$ cat src/rtl/borrow_select_subtractor_seq_pkg.sv
// sub_pkg: FSM state type and index-width helper for borrow_select_subtractor_seq.
package sub_pkg;
   typedef enum logic [1:0] {IDLE, CALC, DONE} sub_state_t;
   function automatic int idx_w(input int n);
      return (n <= 1) ? 1 : $clog2(n);
   endfunction
endpackage

$ cat src/rtl/borrow_select_subtractor_seq_chunk.sv
// sub_chunk: W-bit borrow-select slice, both borrow-in cases computed and muxed by bin.
module sub_chunk #(
   parameter int W = 8
) (
   input  logic [W-1:0] a,
   input  logic [W-1:0] b,
   input  logic         bin,
   output logic [W-1:0] d,
   output logic         bout
);
   logic [W:0]   br0, br1;
   logic [W-1:0] d0, d1;
   always_comb begin
      br0[0] = 1'b0;
      br1[0] = 1'b1;
      for (int i = 0; i < W; i++) begin
         d0[i]     = a[i] ^ b[i] ^ br0[i];
         d1[i]     = a[i] ^ b[i] ^ br1[i];
         br0[i+1]  = (~a[i] & b[i]) | (~(a[i] ^ b[i]) & br0[i]);
         br1[i+1]  = (~a[i] & b[i]) | (~(a[i] ^ b[i]) & br1[i]);
      end
   end
   assign d    = bin ? d1 : d0;
   assign bout = bin ? br1[W] : br0[W];
endmodule

$ cat src/rtl/borrow_select_subtractor_seq.sv
// borrow_select_subtractor_seq: multi-cycle a - b - borrow_in, CHUNK bits per cycle.
// Define SUB_FLAGS_EN to add registered zero/ovf outputs.
module borrow_select_subtractor_seq
   import sub_pkg::*;
#(
   parameter int N     = 32,
   parameter int CHUNK = 8
) (
   input  logic         clk,
   input  logic         rst,
   input  logic         in_valid,
   output logic         in_ready,
   input  logic [N-1:0] a,
   input  logic [N-1:0] b,
   input  logic         borrow_in,
   output logic         out_valid,
   input  logic         out_ready,
   output logic [N-1:0] diff,
   output logic         borrow_out
`ifdef SUB_FLAGS_EN
   ,
   output logic         zero,
   output logic         ovf
`endif
);
   localparam int NC = N / CHUNK;
   localparam int IW = idx_w(NC);
   localparam logic [IW-1:0] LAST = IW'(NC - 1);

   if (CHUNK < 1 || CHUNK > N || (N % CHUNK) != 0) begin : g_bad_cfg
      $error("N must be a multiple of CHUNK with 1 <= CHUNK <= N");
   end

   sub_state_t    state_q, state_d;
   logic [N-1:0]  a_q, a_d, b_q, b_d, diff_q, diff_d;
   logic          bor_q, bor_d;
   logic [IW-1:0] idx_q, idx_d;
   logic [CHUNK-1:0] a_k, b_k, d_k;
   logic          bo_k;
`ifdef SUB_FLAGS_EN
   logic          zero_q, zero_d, ovf_q, ovf_d;
`endif

   assign a_k = a_q[int'(idx_q) * CHUNK +: CHUNK];
   assign b_k = b_q[int'(idx_q) * CHUNK +: CHUNK];

   // The registered borrow selects between the slice's two precomputed results.
   sub_chunk #(.W(CHUNK)) u_chunk (
      .a    (a_k),
      .b    (b_k),
      .bin  (bor_q),
      .d    (d_k),
      .bout (bo_k)
   );

   always_comb begin
      state_d = state_q;
      a_d     = a_q;
      b_d     = b_q;
      diff_d  = diff_q;
      bor_d   = bor_q;
      idx_d   = idx_q;
`ifdef SUB_FLAGS_EN
      zero_d  = zero_q;
      ovf_d   = ovf_q;
`endif
      if (state_q == IDLE) begin
         if (in_valid) begin
            a_d     = a;
            b_d     = b;
            bor_d   = borrow_in;
            idx_d   = '0;
            state_d = CALC;
`ifdef SUB_FLAGS_EN
            zero_d  = 1'b1;
`endif
         end
      end else if (state_q == CALC) begin
         diff_d[int'(idx_q) * CHUNK +: CHUNK] = d_k;
         bor_d   = bo_k;
         idx_d   = idx_q + 1'b1;
         state_d = (idx_q == LAST) ? DONE : CALC;
`ifdef SUB_FLAGS_EN
         zero_d  = zero_q & ~|d_k;
         ovf_d   = (idx_q == LAST) ? ((a_q[N-1] ^ b_q[N-1]) & (d_k[CHUNK-1] ^ a_q[N-1])) : ovf_q;
`endif
      end else begin
         state_d = out_ready ? IDLE : DONE;
      end
   end

   always_ff @(posedge clk) begin
      if (rst) begin
         state_q <= IDLE;
         a_q     <= '0;
         b_q     <= '0;
         diff_q  <= '0;
         bor_q   <= 1'b0;
         idx_q   <= '0;
`ifdef SUB_FLAGS_EN
         zero_q  <= 1'b0;
         ovf_q   <= 1'b0;
`endif
      end else begin
         state_q <= state_d;
         a_q     <= a_d;
         b_q     <= b_d;
         diff_q  <= diff_d;
         bor_q   <= bor_d;
         idx_q   <= idx_d;
`ifdef SUB_FLAGS_EN
         zero_q  <= zero_d;
         ovf_q   <= ovf_d;
`endif
      end
   end

   assign in_ready   = (state_q == IDLE);
   assign out_valid  = (state_q == DONE);
   assign diff       = diff_q;
   assign borrow_out = bor_q;
`ifdef SUB_FLAGS_EN
   assign zero       = zero_q;
   assign ovf        = ovf_q;
`endif
endmodule

$ cat config.mk
export PLATFORM = sky130hd
export DESIGN_NAME = borrow_select_subtractor_seq
export DESIGN_NICKNAME = d
export VERILOG_FILES = /design/src/rtl/borrow_select_subtractor_seq_pkg.sv /design/src/rtl/borrow_select_subtractor_seq_chunk.sv /design/src/rtl/borrow_select_subtractor_seq.sv
export SDC_FILE = /design/constraint.sdc
export NUM_CORES = 1
export LEC_CHECK = 0
export CAP_MARGIN = 20
export CORE_MARGIN = 4
export CORE_UTILIZATION = 30
export CTS_CLUSTER_SIZE = 12
export DETAILED_ROUTE_END_ITERATION = 7
export PLACE_DENSITY_LB_ADDON = 0.05
export SYNTH_ARGS = -nofsm -noshare
export SYNTH_HDL_FRONTEND = slang
export SYNTH_SLANG_ARGS = --single-unit
$ cat constraint.sdc
create_clock -name clk -period 8.44 [get_ports clk]
set_input_delay 1.266 -clock clk [delete_from_list [all_inputs] [get_ports clk]]
set_output_delay 1.266 -clock clk [all_outputs]
set_load 0.05 [all_outputs]
==> results of run 1 <==
==> how the worst max path moves through the flow <==
stage | start | endpoint | slack, ns | depth (start not counted)
6_report | idx_q[0] | diff[23] | 3.43 | 16
5_1_grt | idx_q[0] | diff[23] | 3.13 | 16
4_1_cts | idx_q[0] | diff[23] | 3.42 | 16
3_5_place_dp | idx_q[0] | diff[15] | 3.44 | 16
3_3_place_gp | idx_q[0] | diff[15] | 3.53 | 16
2_1_floorplan | idx_q[0] | diff[23] | 3.87 | 15
==> layout by cell type, fill, tap and decap left out, drive strengths merged, types with 2 or more instances in the layout <==
cell type	n
clkdlybuf4s50	102
fa	7
buf	6
a21oi	71
nor3	2
nor2	6
mux4	16
clkinvlp	3
nor3b	3
a22o	32
ha	7
nor2b	10
dfxtp	101
or3b	2
inv	15
clkbuf	10
nand2	131
==> area by class of cell <==
cell class | count | area share (%)
clock buffers | 10 | 4.08
clock inverters | 6 | 0.802
inverters | 13 | 0.869
multi-input cells | 297 | 35.3
flip-flops and latches | 101 | 36.0
well taps | 180 | 4.01
repair buffers | 108 | 18.9
==> sequential cells by signal (all words and copies together), names as in the netlist <==
| signal | cells |
|---|---|
| b_q | 32 |
| borrow_out | 1 |
| a_q | 32 |
| diff | 32 |
| idx_q | 2 |
| state_q | 2 |
==> cell families after synthesis <==
family / count (synthesis) / synth area share [%]
flip-flops: 101 / 46.7
XOR/XNOR: 1 / 0.202
AND/OR/NAND/NOR: 159 / 16.2
buffers and inverters: 45 / 7.57
multiplexers: 17 / 8.56
adder cells (fa/ha/maj): 14 / 5.26
AO/OA/AOI/OAI: 106 / 15.5
==> through the flow <==
| step | util [%] | std cells | hold WS [ns] | cell area [sq um] | setup slack (ns) |
|---|---|---|---|---|---|
| 3_3_place_gp | 38.2 | 699 | 0.442 | 5340 | 3.53 |
| 3_5_place_dp | 38.2 | 699 | 0.445 | 5340 | 3.44 |
| 4_1_cts | 40.2 | 715 | 0.455 | 5620 | 3.42 |
| 5_1_grt | 40.2 | 715 | 0.472 | 5620 | 3.13 |
| 6_report | 40.2 | 715 | 0.453 | 5620 | 3.43 |
| 2_1_floorplan | - | 443 | 0.432 | 4330 | 3.87 |
==> tightest hold or removal path, stage by stage (launching register included) <==
cell and delay [ns]:
dfxtp_1 0.31, nand2_1 0.05, a21oi_1 0.05
==> synth_stat cells (all sizes together) <==
cell type,n
xor2,1
nor2b,10
nor2,6
or3b,2
and4,1
nand2,131
inv,13
fa,7
a21oi,71
a22oi,1
o21ai,1
nand3b,1
mux2i,1
nor3b,3
nor3,2
o21bai,1
dfxtp,101
a22o,32
nand2b,1
clkbuf,7
buf,25
mux4,16
ha,7
and4bb,1
and3,1
==> power breakdown <==
| group | switching, mW | internal, mW |
|---|---|---|
| registers | 0.0139 | 0.498 |
| logic | 0.0934 | 0.0801 |
| clock network | 0.187 | 0.202 |
| total | 0.295 | 0.780 |
==> routing by layer <==
layer  part of all wire, %  track usage (%)
met1                    47             18.4
met2                    47             22.2
met5                     0                0
met4                   1.4             4.37
met3                   4.1             3.08
==> flow_summary.json, run 1 <==
{
  "setup_violations": 0,
  "wire_per_inst_um": 15.5,
  "grt_start_max_net_pins": 82,
  "die_w_um": 128,
  "drive_above_1_share_pct": 9.16,
  "seqCellArea_sq_um": 2020,
  "clock_sinks": 101,
  "cts_hold_buf": 0,
  "ir_worst_vdd_uv": 82.4,
  "die_h_um": 128,
  "cpMostUsedCell": "fa_1",
  "viasPerCell": 4.65,
  "grt_pass1_vias": 3525,
  "dp.final_hpwl_um": 8220,
  "row_count": 43,
  "synth_top_area_cell": "dfxtp_1",
  "synth_area_leaders": "dfxtp_1, nand2_1, mux4_2",
  "worst_pin_slew_ns": 0.899,
  "r2r_start": "idx_q[0]",
  "drv_slew": 0,
  "vias": 3323,
  "fin_crit_sh_pct": 59.3,
  "numCtsBuffers": 9,
  "cts_tree": "yes",
  "path_delay_family": "adder cells",
  "synth_cells": 443,
  "hold_path_class": "reg2reg",
  "crit_chain": "buf_4 -> mux4_2 -> inv_1 -> ha_1 -> nand2_1 -> o21ai_0 -> fa_1 -> fa_1 -> fa_1 -> fa_1 -> fa_1 -> fa_1 -> inv_1 -> fa_1 -> nor2_1 -> a22o_1",
  "critPathBufInv": 3,
  "synth_top_area_share_pct": 46.7,
  "clk_pin_slew_ns": 0.07,
  "synth_area_sq_um": 4330,
  "post_cts_resized": 0,
  "timing.fmax_mhz": 200,
  "gr-usage-all-layers_pct": 13.7,
  "ys_types": 33,
  "skew_ns": 0.00901,
  "area_delta_synth_final_pct": 29.8,
  "r2r_cells": 16,
  "worstReg2RegEnd": "diff[23]",
  "fin_total_pwr_mw": 1.08,
  "slowest_stage": "dfxtp_1",
  "startpoint_type": "flip-flop",
  "place.port_buffers": 103,
  "ioPinCount": 104,
  "place_congestion": 0.708,
  "tns_ns": 0,
  "first_pass_iters": 4,
  "num-fill-cells": 1423,
  "period_minus_slack_ns": 5.01,
  "whs_endpoint": "b_q[16]",
  "synth_seq_cells": 101,
  "dieArea_sq_um": 16400,
  "cp-end-kind": "flip-flop",
  "fin_nets": 613,
  "cts_setup_buffers": 0,
  "grt_pass1_wl_um": 17900,
  "min_path_cells": 2,
  "synth_nets": 526,
  "cts_buffer_depth": 2,
  "syn_avg_cell_area_sq_um": 9.77,
  "maxCapViolations": 0,
  "outcome": "finished clean",
  "drcViolationCount": 0,
  "start_util_pct": 30.9,
  "synth_seq_area_share_pct": 46.7,
  "clock_latency_ns": 0.34,
  "synth_warnings": 0,
  "cp_max_fo": 17,
  "core_area_sq_um": 14000,
  "leakage_nw": 2.03,
  "cp.arrival_ns": 5.29,
  "multi_input_area_sq_um": 1980,
  "pwr_density_cell_nw_per_um2": 191,
  "drt-total-wl_um": 11100,
  "antenna_cells": 0,
  "path_class": "reg2reg",
  "max_slew_margin_pct": 40.1,
  "h-tree-depth": 3,
  "critPathRequiredTime_ns": 8.72,
  "drt_iter0_drc": 179,
  "postRouteAntennaNets": 0,
  "cts_root_buffer": "clkbuf_16",
  "hold_viol": 0,
  "overflow": 0,
  "rrSetupSlack_ns": 3.43,
  "min_from": "b_q[16]",
  "critPathMaxStageDelay_ns": 0.58,
  "rsz0062_at_grt": "no",
  "antenna_found_initial": 0
}
Power figures use the tool's default switching activity.
==> inputs of run 2 (changes only) <==
- clock period: 8.44 -> 4.31 ns (I/O delays scaled with it)
==> run 2 against run 1 <==
Net effect: worst setup slack worse by 3.3 ns; core utilization is 0.50 points higher; wire length is 0.45% lower; clock power is 95% higher; design area is 1.2% higher; first-iteration DRC count is 28% lower; sequential share of layout area is 0.42 points lower; largest power group unchanged; register-to-register slack worse by 3.3 ns; global-route usage hardly changed; final cell count is 0.42% higher.
==> flow_summary.json, run 2 (synthesis gave the netlist of run 1 again) <==
{
  "antenna_cells": 0,
  "period_minus_slack_ns": 4.19,
  "postRouteAntennaNets": 0,
  "use_met3_pct": 2.42,
  "whs_endpoint": "a_q[27]",
  "h-tree-depth": 3,
  "row_count": 43,
  "overflow": 0,
  "die_h_um": 128,
  "drv_slew": 0,
  "hold_viol": 0,
  "cp-end-kind": "flip-flop",
  "drt-total-wl_um": 11000,
  "grt_pass1_vias": 3410,
  "holdWs_ns": 0.455,
  "ir_worst_vdd_uv": 202,
  "vias": 3323,
  "start_util_pct": 30.9,
  "grt_pass1_wl_um": 17800,
  "min_from": "a_q[27]",
  "clk_pin_slew_ns": 0.07,
  "cts_buffer_depth": 2,
  "dp.final_hpwl_um": 8230,
  "skew_ns": 0.00669,
  "cp_max_fo": 4,
  "drcViolationCount": 0,
  "fin_total_pwr_mw": 2.11,
  "drt_iter0_drc": 128,
  "worstSetupStartpoint": "idx_q[0]",
  "cp.arrival_ns": 4.47,
  "timing.fmax_mhz": 239,
  "place.port_buffers": 103,
  "r2r_cells": 14,
  "fin_nets": 617,
  "rrSetupSlack_ns": 0.12,
  "cpMostUsedCell": "fa_2",
  "final_util_pct": 40.7,
  "grt_start_max_net_pins": 65,
  "min_path_cells": 2,
  "path_delay_family": "adder cells",
  "final_common_cell": "nand2_1",
  "tns_ns": 0,
  "r2r_start": "idx_q[0]",
  "fin_crit_sh_pct": 97.1,
  "area_delta_synth_final_pct": 31.4,
  "cts_tree": "yes",
  "gr-usage-all-layers_pct": 13.8,
  "outcome": "finished clean",
  "pwr_density_cell_nw_per_um2": 372,
  "setup_violations": 0,
  "worstReg2RegEnd": "diff[23]",
  "crit_chain": "mux4_2 -> ha_1 -> nand2_1 -> o21ai_1 -> fa_2 -> fa_2 -> fa_2 -> fa_2 -> fa_2 -> fa_2 -> inv_2 -> fa_1 -> nor2_4 -> a22o_1",
  "maxCapViolations": 0,
  "antenna_found_initial": 0,
  "first_pass_iters": 4,
  "place_congestion": 0.710,
  "final_design_area_no_fill_sq_um": 5690,
  "num-fill-cells": 1427,
  "ioPinCount": 104,
  "grt_use_met2_pct": 21.7,
  "critPathRequiredTime_ns": 4.60,
  "worst_pin_slew_ns": 0.645,
  "numCtsBuffers": 9,
  "path_class": "reg2reg",
  "leakage_nw": 2.06,
  "top_usage_layer": "met2",
  "postPlaceCellArea_sq_um": 5380,
  "startpoint_type": "flip-flop",
  "dieArea_sq_um": 16400,
  "slowest_stage": "mux4_2",
  "cts_root_buffer": "clkbuf_16",
  "critPathMaxStageDelay_ns": 0.52,
  "critPathBufInv": 1,
  "drive_above_1_share_pct": 11.3,
  "final_cell_mix": "nand2_1, clkdlybuf4s50_1, dfxtp_1",
  "met1_usage_pct": 18.6,
  "core_area_sq_um": 14000,
  "clock_latency_ns": 0.34,
  "clock_sinks": 101,
  "viasPerCell": 4.63,
  "max_slew_margin_pct": 57.0,
  "wire_per_inst_um": 15.4,
  "cts_setup_buffers": 0,
  "die_w_um": 128,
  "hold_path_class": "reg2reg",
  "rsz0062_at_grt": "no"
}
==> run 2: changes by cell type in the layout (fill, tap and decap cells not counted), sizes merged <==
cell / before / now
clkbuf: 10 / 12
clkinvlp: 3 / 1
inv: 15 / 13
buf: 6 / 10
clkinv: 1 / 2
==> run 2: worst max path at each step <==
stage,cells after the start,slack (ns),end
floorplan,15,0.002,diff[23]
global placement,14,0.08,diff[15]
detailed placement,14,0.006,diff[23]
CTS,14,0.005,diff[23]
global route,14,0.005,diff[23]
finish,14,0.12,diff[23]
==> run 2: where the power goes <==
group          switching, mW  internal [mW]  leakage [nW]
Combinational          0.187          0.166          1.10
Clock                  0.339          0.420         0.135
Sequential            0.0252          0.977         0.825
Total                  0.551           1.56          2.06
==> run 2: per-layer routing <==
| metal | up-vias | share of wire (%) |
|---|---|---|
| met2 | 67 | 47 |
| li1 | 1689 | - |
| met5 | - | 0 |
| met3 | 10 | 3.1 |
| met4 | 0 | 1.7 |
| met1 | 1557 | 48 |
==> run 2: area by class of cell <==
type	count	area [sq um]	share of cell area (%)
Tap cell	180	225	3.96
Sequential cell	101	2020	35.6
Inverter	13	48.8	0.858
Clock inverter	3	21.3	0.374
Clock buffer	12	256	4.51
Timing Repair Buffer	112	1110	19.4
Multi-Input combinational cell	297	2010	35.3
==> run 2: worst reg2reg max path: stages, from the launching register on <==
cell and delay (ns):
dfxtp_2 0.36, mux4_2 0.52, ha_1 0.21, nand2_1 0.06, o21ai_1 0.08, fa_2 0.35
fa_2 0.34, fa_2 0.34, fa_2 0.35, fa_2 0.35, fa_2 0.34, inv_2 0.06
fa_1 0.45, nor2_4 0.16, a22o_1 0.16
==> run 2: what timing repair did <==
| action | 4_1_cts | 5_1_grt |
|---|---|---|
| pin swaps | 0 | 5 |
| setup endpoints to repair | 2 | 4 |
| hold buffers | 0 | 0 |
| hold endpoints to repair | 0 | 0 |
| resized for setup | 1 | 3 |
==> run 2: metrics by stage <==
step                instances  setup WS, ns
floorplan                 443       0.00219
global placement          702        0.0843
detailed placement        702       0.00568
CTS                       717       0.00508
global route              718       0.00493
finish                    718         0.124
